[src/rtl/instr_cache_sa_datapath.sv]
// ----------------------------------------------------------------------------
// instr_cache_sa_datapath
//
// L0 instruction cache. It is set-associative, refills on a miss, picks a
// victim per set by round-robin, and can be flushed as a whole. It sits
// between the core fetch port and the instruction memory.
//
// Address split, with W = $clog2(RAM_WIDTH/32):
//    word offset = addr[W+1:2]
//    set index   = addr[W+1+LOG2_NUM_SETS : W+2]
//    tag         = addr[31 : W+2+LOG2_NUM_SETS]
//
// Parameters
//    LOG2_NUM_SETS : log2 of the set count. 0 gives a fully associative cache.
//    NUM_WAYS      : ways per set. Allowed values are 1, 2 and 4.
//    RAM_WIDTH     : line width in bits. A multiple of 32, at least 64.
//    CORE_WIDTH    : width of the returned data. Either 32 or RAM_WIDTH.
//
// Ports
//    clk           : clock, rising edge
//    rst           : asynchronous reset, active-high
//    flush_i       : invalidate all lines (pulse)
//    core_req_i    : fetch request
//    core_addr_i   : fetch byte address
//    core_gnt_o    : request accepted this cycle
//    core_rvalid_o : fetch data valid (1-cycle pulse)
//    core_rdata_o  : fetch data
//    mem_req_o     : line refill request
//    mem_addr_o    : line-aligned refill address
//    mem_gnt_i     : memory accepted the refill request
//    mem_rvalid_i  : refill line valid
//    mem_rdata_i   : refill line data
//    busy_o        : the FSM is not in IDLE, or a flush is pending
//
// Optional feature, enabled by the macro ICACHE_PERF_CNT_EN
//    hit_cnt_o     : saturating count of LOOKUP hits
//    miss_cnt_o    : saturating count of LOOKUP misses
//    A flush does not clear these counters. Only rst clears them.
// ----------------------------------------------------------------------------
module instr_cache_sa_datapath #(
   parameter int LOG2_NUM_SETS = 2,
   parameter int NUM_WAYS      = 2,
   parameter int RAM_WIDTH     = 128,
   parameter int CORE_WIDTH    = 32
) (
   input  logic                  clk,
   input  logic                  rst,
   input  logic                  flush_i,
   input  logic                  core_req_i,
   input  logic [31:0]           core_addr_i,
   output logic                  core_gnt_o,
   output logic                  core_rvalid_o,
   output logic [CORE_WIDTH-1:0] core_rdata_o,
   output logic                  mem_req_o,
   output logic [31:0]           mem_addr_o,
   input  logic                  mem_gnt_i,
   input  logic                  mem_rvalid_i,
   input  logic [RAM_WIDTH-1:0]  mem_rdata_i,
   output logic                  busy_o
`ifdef ICACHE_PERF_CNT_EN
   ,
   output logic [31:0]           hit_cnt_o,
   output logic [31:0]           miss_cnt_o
`endif
);

   localparam int WORDS    = RAM_WIDTH / 32;
   localparam int OFF_W    = $clog2(WORDS);
   localparam int LINE_LSB = OFF_W + 2;
   localparam int NUM_SETS = 1 << LOG2_NUM_SETS;
   localparam int SET_W    = (LOG2_NUM_SETS > 0) ? LOG2_NUM_SETS : 1;
   localparam int TAG_LSB  = LINE_LSB + LOG2_NUM_SETS;
   localparam int TAG_W    = 32 - TAG_LSB;
   localparam int WAY_W    = (NUM_WAYS > 1) ? $clog2(NUM_WAYS) : 1;

   typedef enum logic [1:0] {
      ST_IDLE        = 2'd0,
      ST_LOOKUP      = 2'd1,
      ST_REFILL_REQ  = 2'd2,
      ST_REFILL_WAIT = 2'd3
   } state_t;

   state_t                 r_state;
   state_t                 w_state_nxt;
   logic [31:0]            r_addr;
   logic                   r_flush_pend;

   logic [RAM_WIDTH-1:0]   r_data   [NUM_SETS][NUM_WAYS];
   logic [TAG_W-1:0]       r_tag    [NUM_SETS][NUM_WAYS];
   logic [NUM_WAYS-1:0]    r_valid  [NUM_SETS];
   logic [WAY_W-1:0]       r_rr_ptr [NUM_SETS];

   logic [SET_W-1:0]       w_set;
   logic [TAG_W-1:0]       w_tag;
   logic [OFF_W-1:0]       w_off;
   logic                   w_hit;
   logic [WAY_W-1:0]       w_hit_way;
   logic [WAY_W-1:0]       w_victim;
   logic                   w_flush_any;
   logic                   w_lookup_hit;
   logic                   w_lookup_miss;
   logic                   w_gnt;
   logic                   w_refill_wr;
   logic                   w_resp;
   logic                   w_flush_apply;
   logic [RAM_WIDTH-1:0]   w_line;
   logic [CORE_WIDTH-1:0]  w_rdata;
   logic [31:0]            w_line_addr;
   logic                   w_unused_addr_bits;

   // The byte-within-word bits are carried in the address register but never read.
   assign w_unused_addr_bits = ^r_addr[1:0];

   // Field extraction from the registered fetch address.
   assign w_tag       = r_addr[31:TAG_LSB];
   assign w_off       = r_addr[LINE_LSB-1:2];
   assign w_line_addr = {r_addr[31:LINE_LSB], {LINE_LSB{1'b0}}};

   generate
      if (LOG2_NUM_SETS > 0) begin : g_set_idx
         assign w_set = r_addr[TAG_LSB-1:LINE_LSB];
      end else begin : g_set_fa
         assign w_set = {SET_W{1'b0}};
      end
   endgenerate

   // Tag compare across the ways. The loop runs from the top way down so the
   // lowest matching way wins.
   always_comb begin
      w_hit     = 1'b0;
      w_hit_way = {WAY_W{1'b0}};
      for (int w = NUM_WAYS - 1; w >= 0; w--) begin
         w_hit_way = (r_valid[w_set][w] && (r_tag[w_set][w] == w_tag)) ? WAY_W'(w) : w_hit_way;
         w_hit     = w_hit | (r_valid[w_set][w] && (r_tag[w_set][w] == w_tag));
      end
   end

   // Victim selection. The lowest invalid way is taken first. If every way is
   // valid, the way at the set's round-robin pointer is taken.
   always_comb begin
      w_victim = r_rr_ptr[w_set];
      for (int w = NUM_WAYS - 1; w >= 0; w--) begin
         w_victim = (!r_valid[w_set][w]) ? WAY_W'(w) : w_victim;
      end
   end

   // A flush seen in this cycle blocks a grant in the same way as a latched flush.
   assign w_flush_any   = r_flush_pend | flush_i;
   assign w_lookup_hit  = (r_state == ST_LOOKUP) & w_hit;
   assign w_lookup_miss = (r_state == ST_LOOKUP) & ~w_hit;
   assign w_gnt         = core_req_i & ~w_flush_any & ((r_state == ST_IDLE) | w_lookup_hit);
   assign w_refill_wr   = (r_state == ST_REFILL_WAIT) & mem_rvalid_i;
   assign w_resp        = w_lookup_hit | w_refill_wr;
   // An IDLE flush clears the valid bits at once. Any other flush waits for the response cycle.
   assign w_flush_apply = ((r_state == ST_IDLE) & flush_i) | (w_resp & w_flush_any);

   // During a refill the line comes straight from memory, so the response is
   // given in the same cycle as mem_rvalid_i.
   assign w_line = (r_state == ST_REFILL_WAIT) ? mem_rdata_i : r_data[w_set][w_hit_way];

   generate
      if (CORE_WIDTH == 32) begin : g_word_sel
         assign w_rdata = w_line[32*w_off +: 32];
      end else begin : g_line_sel
         assign w_rdata = w_line;
      end
   endgenerate

   // FSM state register.
   always_ff @(posedge clk or posedge rst) begin
      if (rst) begin
         r_state <= ST_IDLE;
      end else begin
         r_state <= w_state_nxt;
      end
   end

   // FSM next-state logic.
   always_comb begin
      w_state_nxt = r_state;
      case (r_state)
         ST_IDLE: begin
            if (w_gnt) begin
               w_state_nxt = ST_LOOKUP;
            end else begin
               w_state_nxt = ST_IDLE;
            end
         end
         ST_LOOKUP: begin
            if (!w_hit) begin
               w_state_nxt = ST_REFILL_REQ;
            end else if (w_gnt) begin
               w_state_nxt = ST_LOOKUP;
            end else begin
               w_state_nxt = ST_IDLE;
            end
         end
         ST_REFILL_REQ: begin
            // A mem_rvalid_i that arrives together with mem_gnt_i is ignored here.
            if (mem_gnt_i) begin
               w_state_nxt = ST_REFILL_WAIT;
            end else begin
               w_state_nxt = ST_REFILL_REQ;
            end
         end
         ST_REFILL_WAIT: begin
            if (mem_rvalid_i) begin
               w_state_nxt = ST_IDLE;
            end else begin
               w_state_nxt = ST_REFILL_WAIT;
            end
         end
         default: begin
            w_state_nxt = ST_IDLE;
         end
      endcase
   end

   // FSM output logic.
   always_comb begin
      core_gnt_o    = w_gnt;
      core_rvalid_o = 1'b0;
      mem_req_o     = 1'b0;
      mem_addr_o    = 32'h0000_0000;
      case (r_state)
         ST_IDLE: begin
            core_rvalid_o = 1'b0;
         end
         ST_LOOKUP: begin
            core_rvalid_o = w_hit;
         end
         ST_REFILL_REQ: begin
            mem_req_o  = 1'b1;
            mem_addr_o = w_line_addr;
         end
         ST_REFILL_WAIT: begin
            core_rvalid_o = mem_rvalid_i;
         end
         default: begin
            core_rvalid_o = 1'b0;
         end
      endcase
      core_rdata_o = w_resp ? w_rdata : {CORE_WIDTH{1'b0}};
      busy_o       = (r_state != ST_IDLE) | r_flush_pend;
   end

   // Fetch address register. It loads only on a grant, so mem_addr_o stays stable through the refill.
   always_ff @(posedge clk or posedge rst) begin
      if (rst) begin
         r_addr <= 32'h0000_0000;
      end else if (w_gnt) begin
         r_addr <= core_addr_i;
      end else begin
         r_addr <= r_addr;
      end
   end

   // Flush-pending flag. It is set by a flush outside IDLE and cleared when the response is given.
   always_ff @(posedge clk or posedge rst) begin
      if (rst) begin
         r_flush_pend <= 1'b0;
      end else if (w_resp) begin
         r_flush_pend <= 1'b0;
      end else if (flush_i && (r_state != ST_IDLE)) begin
         r_flush_pend <= 1'b1;
      end else begin
         r_flush_pend <= r_flush_pend;
      end
   end

   // Valid bits and round-robin pointers. A flush also invalidates a line being refilled in the same cycle.
   always_ff @(posedge clk or posedge rst) begin
      if (rst) begin
         for (int s = 0; s < NUM_SETS; s++) begin
            r_valid[s]  <= {NUM_WAYS{1'b0}};
            r_rr_ptr[s] <= {WAY_W{1'b0}};
         end
      end else begin
         if (w_refill_wr) begin
            r_valid[w_set][w_victim] <= 1'b1;
            if (r_rr_ptr[w_set] == WAY_W'(NUM_WAYS - 1)) begin
               r_rr_ptr[w_set] <= {WAY_W{1'b0}};
            end else begin
               r_rr_ptr[w_set] <= r_rr_ptr[w_set] + {{(WAY_W-1){1'b0}}, 1'b1};
            end
         end
         if (w_flush_apply) begin
            for (int s = 0; s < NUM_SETS; s++) begin
               r_valid[s] <= {NUM_WAYS{1'b0}};
            end
         end
      end
   end

   // Line data and tag storage. It has no reset because the valid bits decide whether an entry is used.
   always_ff @(posedge clk) begin
      if (w_refill_wr) begin
         r_data[w_set][w_victim] <= mem_rdata_i;
         r_tag[w_set][w_victim]  <= w_tag;
      end
   end

`ifdef ICACHE_PERF_CNT_EN
   logic [31:0] r_hit_cnt;
   logic [31:0] r_miss_cnt;

   // Saturating hit and miss counters for LOOKUP cycles.
   always_ff @(posedge clk or posedge rst) begin
      if (rst) begin
         r_hit_cnt  <= 32'h0000_0000;
         r_miss_cnt <= 32'h0000_0000;
      end else begin
         if (w_lookup_hit && (r_hit_cnt != 32'hFFFF_FFFF)) begin
            r_hit_cnt <= r_hit_cnt + 32'd1;
         end
         if (w_lookup_miss && (r_miss_cnt != 32'hFFFF_FFFF)) begin
            r_miss_cnt <= r_miss_cnt + 32'd1;
         end
      end
   end

   assign hit_cnt_o  = r_hit_cnt;
   assign miss_cnt_o = r_miss_cnt;
`endif

endmodule

[config.mk]
export PLATFORM = sky130hd
export DESIGN_NAME = instr_cache_sa_datapath
export DESIGN_NICKNAME = d
export VERILOG_FILES = /design/src/rtl/instr_cache_sa_datapath.sv
export SDC_FILE = /design/constraint.sdc
export NUM_CORES = 1
export LEC_CHECK = 0
export ABC_AREA = 1
export BUFFER_PORTS_ARGS = -buffer_cell sky130_fd_sc_hd__buf_2
export CAP_MARGIN = 20
export CORE_AREA = 3 3 379 381
export CTS_CLUSTER_DIAMETER = 150
export DETAILED_ROUTE_END_ITERATION = 16
export DIE_AREA = 0 0 382 384
export PLACE_DENSITY = 0.51
export SKIP_CTS_REPAIR_TIMING = 1
export SYNTH_ARGS = -nofsm -noshare
export SYNTH_HDL_FRONTEND = slang
export SYNTH_SLANG_ARGS = --single-unit
[constraint.sdc]
create_clock -name clk -period 22.2 [get_ports clk]
set_input_delay 3.33 -clock clk [delete_from_list [all_inputs] [get_ports clk]]
set_output_delay 3.33 -clock clk [all_outputs]
set_load 0.005 [all_outputs]
Yosys cells after proc, flatten, opt, wreduce, memory -nomap -nowiden
Memories as Yosys holds them, arrays and structs flattened.
Cells that the tools add are included.
{"block": "totals", "ff_bits": 47, "mem_bits_rw": 1232, "out_inout_bits": 68, "memories": 2}
{"name": "r_data", "depth": 4, "width": 256, "rd": 1, "rd_ports_with_merged_regs": 0, "write_ports": 1, "line": "88", "text": "logic [RAM_WIDTH-1:0] r_data [NUM_SETS][NUM_WAYS];"}
{"name": "r_tag", "depth": 4, "width": 52, "rd": 1, "rd_ports_with_merged_regs": 0, "write_ports": 1, "line": "89", "text": "logic [TAG_W-1:0] r_tag [NUM_SETS][NUM_WAYS];"}
{"block": "classes", "add_sub_neg": 1, "n_lt_le_gt_ge": 7, "n_eq_ne": 5, "shifts": 1, "mux": 42, "bitwise_logic": 19, "reduce_logical": 10}
{"op": "128-bit two-way mux", "n": 5}
{"op": "256-bit two-way mux", "n": 1}
{"op": "128-bit demux with 1-bit select", "n": 1}
{"op": "128-bit by 8-bit indexed part select with 32-bit output", "n": 1}
{"op": "32-bit two-way mux", "n": 2}
{"op": "26-bit equality test", "n": 2}
{"op": "52-bit two-way mux", "n": 1}
{"op": "26-bit demux with 1-bit select", "n": 1}
{"op": "26-bit two-way mux", "n": 1}
{"op": "8-bit two-way mux", "n": 2}
{"op": "1-bit two-way mux", "n": 14}
{"op": "2-bit two-way mux", "n": 5}
{"op": "8-bit bitwise OR", "n": 1}
{"op": "2-bit one-hot mux with 4 select lines", "n": 1}
{"op": "1-bit AND", "n": 6}
{"op": "1-bit logical AND", "n": 6}
{"op": "1-bit bitwise OR", "n": 6}
{"op": "2-bit nonzero test", "n": 3}
{"op": "4-bit AND", "n": 1}
{"op": "2-bit binary-select mux with 2-bit select", "n": 1}
{"op": "4-bit bitwise mux", "n": 1}
{"op": "2-bit demux with 2-bit select", "n": 1}
{"op": "2-bit equality test (second input constant)", "n": 2}
{"op": "2-bit >= comparator (second input constant)", "n": 2}
{"op": "17 further kinds", "n": 18}

Longest topological paths before layout
{"block": "logic_depth", "word_depth": 15, "mapped_depth": 25, "ltp_nobuf": 21}

Worst setup path before layout
Ideal clock, no wire load.
{"block": "synth_path", "kind": "input -> register", "startpoint": "input port mem_rvalid_i", "endpoint": "memory r_data[0][128] (netlist bit), enable pin", "arrival_ns": 10.117, "t_required_ns": 21.529, "slack_ns": 11.412, "cell_stages": 4, "path_buffers": 0, "path_cell_list": "nand3_1 > inv_1 > nand2_1 > nor2_1"}
{"block": "synth_via", "elab_chain_len": 3}
{"item": "start: declaration", "line": "57", "text": "input logic mem_rvalid_i,"}
{"item": "1-bit AND", "line": "152", "text": "assign w_refill_wr = (r_state == ST_REFILL_WAIT) & mem_rvalid_i;"}
{"item": "1-bit two-way mux", "line": "297", "text": "if (w_refill_wr) begin"}
{"item": "256-bit two-way mux (implied by the code)", "line": "298", "text": "r_data[w_set][w_victim] <= mem_rdata_i;"}
{"item": "end: declaration", "line": "88"}
No other way between the ends.

Worst setup path in the final report
{"block": "layout_path", "startpoint": "register r_addr[4]", "endpoint": "output port core_rdata_o[23]"}
{"block": "layout_via", "elab_chain_len": 14}
{"item": "start: declaration", "line": "85", "text": "logic [31:0] r_addr;"}
{"item": "start signal: assignment", "line": "252", "text": "r_addr <= core_addr_i;"}
{"item": "start signal: assignment", "line": "254", "text": "r_addr <= r_addr;"}
{"item": "branches (longest 13 deep; another with memory read 4 x 52 bit)"}
{"item": "32-bit two-way mux (*)", "line": "243", "text": "core_rdata_o = w_resp ? w_rdata : {CORE_WIDTH{1'b0}};"}
{"item": "end: declaration", "line": "53", "text": "output logic [CORE_WIDTH-1:0] core_rdata_o,"}
Every way passes the cells marked *. The select of a mux whose other input is x is not followed.

==> out/metrics.cfg <==
[outcome]
status=finished clean

[clocking]
cts.sinks=1277
clockBufferDepth=3
insertion_delay_ps=770
cts_tree=yes
htreeDepth=4
cts_root_buf=clkbuf_16
cts_buffers=142
cts.reportedPaths.clkPinSlew_ps=50

[detailed_routing]
vias=34623
viasPerCell=5.205
drtIter0Drc=3208
wire_per_inst_um=23.92
wl_mm=159.1
ant_nets=0
drc=0
drt_first_pass_iters=5

[cells_and_area]
fin_util=0.4213
layout-drive-gt1-share=0.1042
finalNetCount=4804
final_cell_mix=1232 x edfxtp_1, 1064 x nand2_1, 614 x nor2_1
fillers=13294
final_common_cell=edfxtp_1
area_growth_pct=14.16

[grt]
first_global_vias=32473
antenna_found_initial=61
grt_pass1_wl_mm=229.7
overflow=0
grt_max_degree=131
grt_usage=0.2130

[critical_path]
crit_type=flip-flop to output port
worst_setup_path_start_kind=flip-flop
required_ps=18870
worst-r2r-setup-slack_ps=15590
path_max_fanout=129
r2r_cells=20
reg2reg_from=r_addr[4]$_DFFE_PP0P_
r2r_end=r_addr[8]$_DFFE_PP0P_
end_kind=output port
worstPathArrival_ps=7770

[yosys]
ys.flop_type=edfxtp_1
synth_edf_count=1232
synth_warnings=0
synth_area_sq_um=51990
seq_area_frac_synth=0.7332
synth_seq_cells=1277
syn_avg_cell_area_sq_um=11.61
netlist_instances=4480
ys_async_sr_fraction=0.03524
synth.distinct_cells=26

[worst_hold_path]
min_to=r_rr_ptr[1]$_DFFE_PP0P_
min_path_cells=2
hold_class=flip-flop to flip-flop
hold_path_startpoint=r_rr_ptr[1]$_DFFE_PP0P_

[power]
ir_worst_vdd_mv=0.09348
cellPowerDensity_nw_per_um2=129.9
finalPower_mw=7.709
power_leakage_nw=21.73

[floorplan]
start_util=0.3690
fp.dieH_um=384
fp.dieArea_sq_um=146700
core_sq_um=140900
num_io_pins=234
dieWidth_um=382
rows=138

[sta]
max_slew_margin=0.2458
finalSetupTns_ps=0
finalCritPeriodShare=0.5002
slew_viol_final=0
setup_viol=0
setup_ws_ps=11100
tightest_slew_ps=1131
grt_setup_unrepaired=no
finClkSkew_ps=35.77
whs_ps=485.8
hold_viol_final=0
fmax_mhz=90.05
period_needed_ps=11100

[placed_design]
gp_congestion=0.7833
place_hpwl_mm=80.70
pre_cts_ws_ps=11760
io_buffers=227

[flow_run]
drv_cap=0

==> cell usage after synthesis, drive strengths merged (2+ instances only) <==
cell        n  area share
buf       109       0.011
clkinv      4     0.00029
nand3     447       0.043
a22oi       8      0.0012
nor2      625       0.045
dfrtp      45       0.022
nor3        2     0.00019
a21oi      43      0.0041
o21ai     290       0.028
clkbuf    159       0.011
nand2    1070       0.077
a2bb2oi     4     0.00067
edfxtp   1232        0.71
inv       181       0.013
nand4       2     0.00024
o22ai     256       0.031
==> metal layers <==
metal	share of wire	global-route usage
met1	0.45	0.3058
met2	0.45	0.3248
met3	0.078	0.05152
met4	0.020	0.05432
met5	0.0010	0
==> cells by family after synthesis <==
group / after synthesis / share of synthesized area
buffers and inverters: 453 / 0.03578
other: 1 / 0.00007212
DFF: 1277 / 0.7332
AOI/OAI and AO/OA: 602 / 0.06483
and+or+nand+nor: 2147 / 0.1661
==> area by class of cell <==
class	count	area [sq um]	share of cell area
Sequential cell	1277	38140	0.6426
Multi-Input combinational cell	2753	12140	0.2045
Clock buffer	183	3854	0.06493
Tap cell	1890	2365	0.03984
Timing Repair Buffer	279	1614	0.02719
Inverter	185	710.7	0.01197
Clock inverter	65	488.0	0.008221
Antenna cell	20	50.05	0.0008432
==> power breakdown <==
part | internal, mW | total, mW | switching (mW)
clock network | 1.29 | 2.23 | 0.943
registers | 2.87 | 3.06 | 0.185
logic | 0.655 | 2.42 | 1.76
==> sequential cells by signal, indices dropped and copies added, names as in the netlist <==
| signal | flops |
|---|---|
| r_rr_ptr | 4 |
| r_data | 1024 |
| r_flush_pend | 1 |
| r_state | 2 |
| r_addr | 30 |
| r_valid | 8 |
| r_tag | 208 |
==> worst max-delay path, cell delays in order (launching register included) <==
cell and delay [ps]:
dfrtp_4 720, buf_4 420, inv_2 410, buf_4 760, nand2_1 120, nand2_1 90, nand2_1 50, nand3_1 130
nand2_1 70, inv_1 50, nand2_1 110, nor2_1 130, nand2_1 70, nor2_1 350, nand2_4 80, buf_12 250
nand2_4 660, buf_4 700, nand2_1 100, nand3_1 110, nand2_1 140, a21oi_1 700, nor2_1 260, buf_2 200
==> worst max path at each step <==
stage	cells past startpoint	start	to	slack (ps)
final	23	r_addr[4]$_DFFE_PP0P_	core_rdata_o[23]	11100
after floorplan	4	mem_rvalid_i	r_data[0][128]$_DFFE_PP_	11410
after detailed placement	21	r_addr[4]$_DFFE_PP0P_	core_rdata_o[8]	11760
after global routing	21	r_addr[4]$_DFFE_PP0P_	core_rdata_o[8]	10660
after CTS	21	r_addr[4]$_DFFE_PP0P_	core_rdata_o[8]	10920
after global placement	21	r_addr[4]$_DFFE_PP0P_	core_rdata_o[8]	11700
==> stage by stage <==
| step | instances | area [sq um] |
|---|---|---|
| after floorplan | 4483 | 52010 |
| after global placement | 6384 | 54960 |
| after detailed placement | 6384 | 54960 |
| after CTS | 6632 | 59310 |
| after global routing | 6636 | 59320 |
| final | 6652 | 59360 |
No activity file was read; power rests on OpenSTA's default activity.
